File: src/rtl/id_stage.sv
`default_nettype none
// ============================================================================
// Module   : id_stage
// Purpose  : Instruction decode stage of the GPU pipeline. Splits the fetched
//            instruction into fields and reads a 16x32 register file that has
//            write-to-read bypass. Registers the decoded operands into the EX
//            slot. Owns the zero-overhead hardware loop (LSET/LEND): redirects
//            fetch through Loop/PC_in and squashes the wrong-path slots that
//            fetch has already issued.
// Ports    : CLOCK_50, reset (async, active-high)
//            id_instr, id_pc            - from fetch (id_pc leads id_instr by 1)
//            wb_we, wb_rd, wb_data      - register writeback port
//            Loop, PC_in                - redirect request back to fetch
//            ex_valid, ex_op, ex_rd,
//            ex_a, ex_b, ex_imm, ex_pc  - decoded EX slot
//            loop_active                - loop counter is non-zero
// Revision : 1.0 - initial release
// ============================================================================
module id_stage #(
  parameter int DATA_W = 32,
  parameter int PC_W   = 16,
  parameter int SQUASH = 2
) (
  input  logic              CLOCK_50,
  input  logic              reset,
  input  logic [31:0]       id_instr,
  input  logic [PC_W-1:0]   id_pc,
  input  logic              wb_we,
  input  logic [3:0]        wb_rd,
  input  logic [DATA_W-1:0] wb_data,
  output logic              Loop,
  output logic [PC_W-1:0]   PC_in,
  output logic              ex_valid,
  output logic [3:0]        ex_op,
  output logic [3:0]        ex_rd,
  output logic [DATA_W-1:0] ex_a,
  output logic [DATA_W-1:0] ex_b,
  output logic [DATA_W-1:0] ex_imm,
  output logic [PC_W-1:0]   ex_pc,
  output logic              loop_active
);

  localparam logic [3:0] c_OP_NOP  = 4'h0;
  localparam logic [3:0] c_OP_LSET = 4'hE;
  localparam logic [3:0] c_OP_LEND = 4'hF;
  localparam int         c_SQ_W    = $clog2(SQUASH + 1);

  // Instruction fields
  logic [3:0]  w_op, w_rd, w_rs, w_rt;
  logic [15:0] w_imm;

  assign w_op  = id_instr[31:28];
  assign w_rd  = id_instr[27:24];
  assign w_rs  = id_instr[23:20];
  assign w_rt  = id_instr[19:16];
  assign w_imm = id_instr[15:0];

  // State
  logic [DATA_W-1:0] rf_q [16];
  logic [PC_W-1:0]   pc_q;
  logic [15:0]       cnt_q,    cnt_d;
  logic [PC_W-1:0]   start_q,  start_d;
  logic [c_SQ_W-1:0] squash_q, squash_d;
  logic              loop_q,   loop_d;

  logic              w_squashing;
  logic              w_valid;
  logic [DATA_W-1:0] w_a, w_b, w_imm_ext;

  // The current id_instr is wrong-path whenever squash slots remain; this
  // includes the cycle in which Loop is being presented to fetch.
  assign w_squashing = (squash_q != '0);

  assign w_valid = (w_op != c_OP_NOP) && (w_op != c_OP_LSET) &&
                   (w_op != c_OP_LEND) && !w_squashing;

  assign w_imm_ext = {{(DATA_W-16){w_imm[15]}}, w_imm};

  // Register read with bypass from the same-cycle writeback.
  always_comb begin
    w_a = '0;
    w_b = '0;
    if (w_rs != 4'd0) begin
      w_a = (wb_we && (wb_rd == w_rs)) ? wb_data : rf_q[w_rs];
    end
    if (w_rt != 4'd0) begin
      w_b = (wb_we && (wb_rd == w_rt)) ? wb_data : rf_q[w_rt];
    end
  end

  // Register file; entry 0 is never written so it always reads zero.
  always_ff @(posedge CLOCK_50 or posedge reset) begin
    if (reset) begin
      for (int i = 0; i < 16; i++) begin
        rf_q[i] <= '0;
      end
    end else if (wb_we && (wb_rd != 4'd0)) begin
      rf_q[wb_rd] <= wb_data;
    end
  end

  // Loop control next-state. LSET/LEND arriving in a squashed slot belong to
  // the wrong path and must not touch the loop state.
  always_comb begin
    cnt_d    = cnt_q;
    start_d  = start_q;
    loop_d   = 1'b0;
    squash_d = w_squashing ? (squash_q - 1'b1) : '0;
    if (!w_squashing) begin
      if (w_op == c_OP_LSET) begin
        cnt_d   = w_imm;
        start_d = pc_q + 1'b1;
      end else if (w_op == c_OP_LEND) begin
        if (cnt_q > 16'd1) begin
          cnt_d  = cnt_q - 16'd1;
          loop_d = 1'b1;
        end else begin
          cnt_d  = 16'd0;
        end
      end
    end
    if (loop_d) begin
      squash_d = c_SQ_W'(SQUASH);
    end
  end

  always_ff @(posedge CLOCK_50 or posedge reset) begin
    if (reset) begin
      pc_q     <= '0;
      cnt_q    <= '0;
      start_q  <= '0;
      squash_q <= '0;
      loop_q   <= 1'b0;
    end else begin
      pc_q     <= id_pc;
      cnt_q    <= cnt_d;
      start_q  <= start_d;
      squash_q <= squash_d;
      loop_q   <= loop_d;
    end
  end

  // EX slot: fields load every cycle, only ex_valid reflects squash/op type.
  always_ff @(posedge CLOCK_50 or posedge reset) begin
    if (reset) begin
      ex_valid <= 1'b0;
      ex_op    <= '0;
      ex_rd    <= '0;
      ex_a     <= '0;
      ex_b     <= '0;
      ex_imm   <= '0;
      ex_pc    <= '0;
    end else begin
      ex_valid <= w_valid;
      ex_op    <= w_op;
      ex_rd    <= w_rd;
      ex_a     <= w_a;
      ex_b     <= w_b;
      ex_imm   <= w_imm_ext;
      ex_pc    <= pc_q;
    end
  end

  assign Loop        = loop_q;
  assign PC_in       = start_q;
  assign loop_active = (cnt_q != 16'd0);

endmodule
`default_nettype wire

File: config.mk
export PLATFORM = sky130hd
export DESIGN_NAME = id_stage
export DESIGN_NICKNAME = d
export VERILOG_FILES = /design/src/rtl/id_stage.sv
export SDC_FILE = /design/constraint.sdc
export NUM_CORES = 2
export LEC_CHECK = 0
export CAP_MARGIN = 10
export CORE_MARGIN = 5
export CORE_UTILIZATION = 30
export DETAILED_ROUTE_END_ITERATION = 10
export HOLD_SLACK_MARGIN = 0.12
export SETUP_SLACK_MARGIN = 0.2
export SKIP_LAST_GASP = 1
export SLEW_MARGIN = 25
export SYNTH_ARGS = -nofsm -noshare
export SYNTH_HDL_FRONTEND = slang
export SYNTH_SLANG_ARGS = --single-unit
File: constraint.sdc
create_clock -name CLOCK_50 -period 68.4 [get_ports CLOCK_50]
set_input_delay 20.52 -clock CLOCK_50 [delete_from_list [all_inputs] [get_ports CLOCK_50]]
set_output_delay 20.52 -clock CLOCK_50 [all_outputs]
set_load 0.01 [all_outputs]
# [After elaboration in Yosys (flattened, before gate mapping)]
# Cells that the tools add are included.
[totals] register_bits=668 input_bits=87
[classes] add_sub_neg=3 n_lt_le_gt_ge=5 eq_ne=6 n_mux=22 bitwise=4 reduce_logical=17
[op_table] cell="bitwise mux 512 bit" n=1
[op_table] cell="2-to-1 mux 32 bit" n=9
[op_table] cell="binary-select mux 32 bit (select 4 bit)" n=2
[op_table] cell="demux 32 bit (select 4 bit)" n=1
[op_table] cell="2-to-1 mux 16 bit" n=3
[op_table] cell="adder 16 x 1 -> 16 bit (second input constant)" n=1
[op_table] cell="greater-than comparator 16 x 1 -> 1 bit (second input constant)" n=1
[op_table] cell="nonzero test 16 bit" n=1
[op_table] cell="nonzero test 4 bit" n=4
[op_table] cell="subtractor 16 x 1 -> 16 bit (second input constant)" n=1
[op_table] cell="greater-or-equal comparator 5 bit (second input constant)" n=3
[op_table] cell="NOT 4 -> 5 bit" n=3
[op_table] cell="== test 4 bit" n=2
[op_table] cell="== test 4 bit (second input constant)" n=2
[op_table] cell="inequality test 4 bit (second input constant)" n=2
[op_table] cell="logical AND 1 bit" n=7
[op_table] cell="< comparator 5 x 1 -> 1 bit (second input constant)" n=1
[op_table] cell="2-to-1 mux 1 bit" n=4
[op_table] cell="2-to-1 mux 2 bit" n=2
[op_table] cell="AND reduction 2 bit" n=2
[op_table] cell="nonzero test 2 bit" n=2
[op_table] cell="subtractor 2 x 1 -> 2 bit (second input constant)" n=1
[op_table] cell="logical NOT 1 bit" n=1
[op_table] cell="NOT 1 bit" n=1

# [Logic depth before layout (Yosys ltp)]
[logic_depth] depth_word=6 ltp_mapped=8

# [Least setup slack after synthesis]
# Ideal clock, no wire load.
[synth_path] kind="input to register" startpoint="input port id_instr[17]" endpoint="register ex_b[11]" setup_time_ps=133 arrival_time_ps=22162 t_required_ps=68267 slack_ps=46105 stages=7 cell_sequence="buf_4 -> buf_4 -> buf_2 -> mux4_2 -> mux2_2 -> a21oi_1 -> o21ai_0"
[synth_via] elab_chain_len=6 word_cells_on_any_way=9
[synth_rtl] item="start, declared" line_no="26" text="input logic [31:0] id_instr,"
[synth_rtl] item="NOT 4 -> 5 bit (implied by the code)" line_no="87" text="w_b = (wb_we && (wb_rd == w_rt)) ? wb_data : rf_q[w_rt];"
[synth_rtl] item="binary-select mux 32 bit (select 4 bit)" line_no="87"
[synth_rtl] item="2-to-1 mux 32 bit (implied by the code) (2 in series)" line_no="87"
[synth_rtl] item="2-to-1 mux 32 bit" line_no="87"
[synth_rtl] item="2-to-1 mux 32 bit (*)" line_no="86" text="if (w_rt != 4'd0) begin"
[synth_rtl] item="net w_b[11]" line_no="68" text="logic [DATA_W-1:0] w_a, w_b, w_imm_ext;"
[synth_rtl] item="end signal, assigned" line_no="158" text="ex_b <= w_b;"
[synth_rtl] item="end, declared" line_no="37" text="output logic [DATA_W-1:0] ex_b,"
# Mark *: on every way through the listed nets, which the timed path passes. The rest lies on a longest branch. The select of a mux whose other input is x is not followed.
# A chain may end at the register's enable or synchronous reset.

# [Worst setup path after layout]
[layout_path] startpoint="register cnt_q[0]" endpoint="output port loop_active"
[layout_via] elab_chain_len=1
[layout_rtl] item="start, declared" line_no="61" text="logic [15:0] cnt_q, cnt_d;"
[layout_rtl] item="start signal, assigned" line_no="136" text="cnt_q <= cnt_d;"
[layout_rtl] item="nonzero test 16 bit" line_no="166" text="assign loop_active = (cnt_q != 16'd0);"
[layout_rtl] item="end, declared" line_no="40" text="output logic loop_active"
# Every way passes these cells.

==> out/results.ini <==
[floorplan]
die-area_mm2 = 0.117
pin_count = 226
die_h_um = 342
dieWidth_um = 342
placementRows = 122
core_area_mm2 = 0.110
initial_core_util_pct = 30.1

[timing]
drv_slew = 0
final-setup-viol-count = 0
final.setup.worst_slack_ns = 44.73
final-hold-violation-count = 0
period_share_pct = 34.6
max_freq_ghz = 0.0422
grt_setup_unrepaired = no
setup_tns_ns = 0
relSlewSlack_pct = 32.1
worst_slew_pin_slew_ns = 1.02
fin_worst_skew_ns = 0.0235
finalCriticalPeriod_ns = 23.67
timing.hold.ws_ns = 0.392

[grt]
grt_usage_pct = 16.2
grt_pass1_vias = 22200
grt_first_pass_wirelength_mm = 145
overflow = 0
grt_max_degree = 160
antenna_found_initial = 15

[pwr]
totalPowerFinal_mw = 1.17
ir_drop_v = 0.0000179
power.leakage_nw = 15.5
p_per_area_mw_per_mm2 = 30.0

[worst_setup_path]
required_ns = 47.88
r2r_start = cnt_q[11]
crit_path_start_kind = flop
startpoint = cnt_q[0]
critPathKind = reg -> out
end_kind = primary output
arrival_ns = 3.15
worstPathMaxFanout = 6

[synthesis]
yosysTopAreaCell = dfrtp_1
synth_most_common_cell = dfrtp_1
ys_async_sr_fraction_pct = 100
ys.warnings.count = 0
synth_commonest_cells = 668 x dfrtp_1, 533 x mux2_2, 194 x mux4_2, 177 x clkbuf_1, 124 x nor2b_1
yosys.cell_types.count = 59
synth_cells = 2402
yosys-top-cells-area = dfrtp_1 50%, mux2_2 18%, mux4_2 13%, nor2b_1 2.3%, clkbuf_1 2.0%
ys.flop_type = dfrtp_1
synth_edf_count = 0
avgSynthCellArea_um2 = 13.8
synth.top_cell.area_share_pct = 50.5
synth_nets = 2492
synth_seq_cells = 668
ys_seq_area_share_pct = 50.5
synth_area_mm2 = 0.0331

[detailed_routing]
final_antenna_net_count = 0
drc = 0
firstDrtPassIters = 5
drtIter0Drc = 1171
vias = 21000
routed_wirelength_mm = 95.2
avgViaCountPerCell = 5.21
wl_per_cell_um = 23.6

[cts]
numCtsBuffers = 74
cts_sinks = 668
clkTransAtPathRegs_ns = 0.06
worstSkewPairLatency_ns = 0.63
cts_buffer_depth = 3
ctsResizeCount = 0
cts-root-buf = clkbuf_16
hold_buffers = 0
ctsHtreeMaxLevel = 3
post_cts_buffers = 0
cts_tree = built

[finish]
fin_cells = 4029
drive_above_1_share_pct = 36.9
fin_area_mm2 = 0.0390
nets = 2574
fillers = 10800
finalCoreUtilization_pct = 35.4
syn2layout_area_growth_pct = 17.9

[place]
dpl_cell_area_mm2 = 0.0365
place.gp.congestion = 0.780
io_buffers = 225
post-place-cells = 3895
place_hpwl_mm = 55.9
place_worst_setup_slack_ns = 44.00

[run]
drv_cap = 0

[hold_path]
hp-start = pc_q[15]
hp-class = reg -> reg

[outcome]
status = finished clean

worst max-delay path, stage by stage (launching register included):
cell             delay [ns]
dfrtp_1                0.44
inv_1                  0.10
ha_1                   0.22
nor3b_1                0.60
nand3_1                0.31
or2_2                  0.37
clkdlybuf4s50_1        0.50
layer usage:
| layer | track usage [%] | routed length (um) | vias up |
|---|---|---|---|
| met3 | 4.47 | 6410 | 157 |
| met1 | 21.5 | 41900 | 11100 |
| met5 | 0 | 99 | - |
| li1 | - | - | 9145 |
| met2 | 26.0 | 44400 | 538 |
| met4 | 4.68 | 2360 | 16 |
state kept, by name, indices dropped and copies added (netlist names), 16 cells and up:
name	flops
pc_q	16
PC_in	16
rf_q	512
ex_b	32
cnt_q	16
ex_a	32
ex_pc	16
ex_imm	16
layout make-up:
class                           count  area [um2]  area share (%)
Multi-Input combinational cell   1464       15300            39.3
Clock buffer                      105        2170            5.56
Clock inverter                     23         280           0.718
Sequential cell                   668       16700            42.8
Tap cell                         1488        1860            4.77
Timing Repair Buffer              267        2630            6.73
Antenna cell                        5        12.5          0.0320
Inverter                            9        41.3           0.106
cells in the final DEF, fill, tap and decap left out, types with 4 or more instances in the layout:
cell type        instances
a211oi_1                64
a22oi_1                  5
a2111oi_0               60
o311ai_0                 5
dfrtp_1                668
o21ai_0                 84
buf_4                   42
mux2i_1                 64
o21ai_1                  8
clkdlybuf4s50_1        217
bufinv_16                5
mux2_2                 533
mux2_1                  11
nand2b_1                 7
nor2b_1                123
nor2_4                  11
or3_1                    4
mux4_2                 194
clkbuf_16               75
xnor2_1                 10
inv_1                    8
nor3_1                   4
nor4_1                   4
diode_2                  5
xor2_1                  10
nand2b_2                 4
clkbuf_8                18
inv_6                    4
nand4_1                  8
nor3b_1                  5
nand3_1                 14
or3_2                    6
clkbuf_1                12
or2_2                    4
and2_1                   4
clkinv_2                11
nor2_1                   8
nand2_1                 97
a21oi_1                 67
kinds of logic after synthesis:
| group | Yosys count | share of synthesized area [%] |
|---|---|---|
| DFF | 668 | 50.5 |
| xor gates and xnor gates | 20 | 0.529 |
| AOI/OAI and AO/OA | 319 | 6.35 |
| buffers and inverters | 270 | 3.71 |
| and+or+nand+nor | 320 | 5.22 |
| muxes | 802 | 33.6 |
| adders and majority gates | 3 | 0.113 |
worst paths after layout:
path,to,slack (ns),depth (start not counted)
min in group asynchronous,ex_pc[8],20.40,2
max in group asynchronous,rf_q[418],45.25,6
max,loop_active,44.73,6
min,ex_pc[15],0.39,0
max reg2reg,cnt_q[5],65.87,5
min reg2reg,ex_pc[15],0.39,0
report_power, final:
part	total (mW)	internal, mW	leakage, nW	switching (mW)
clock	0.406	0.240	1.21	0.167
sequential	0.530	0.474	8.23	0.0558
combinational	0.234	0.145	6.09	0.0884
total	1.17	0.859	15.5	0.311
Note: power is estimated with default switching activity, not from simulation.
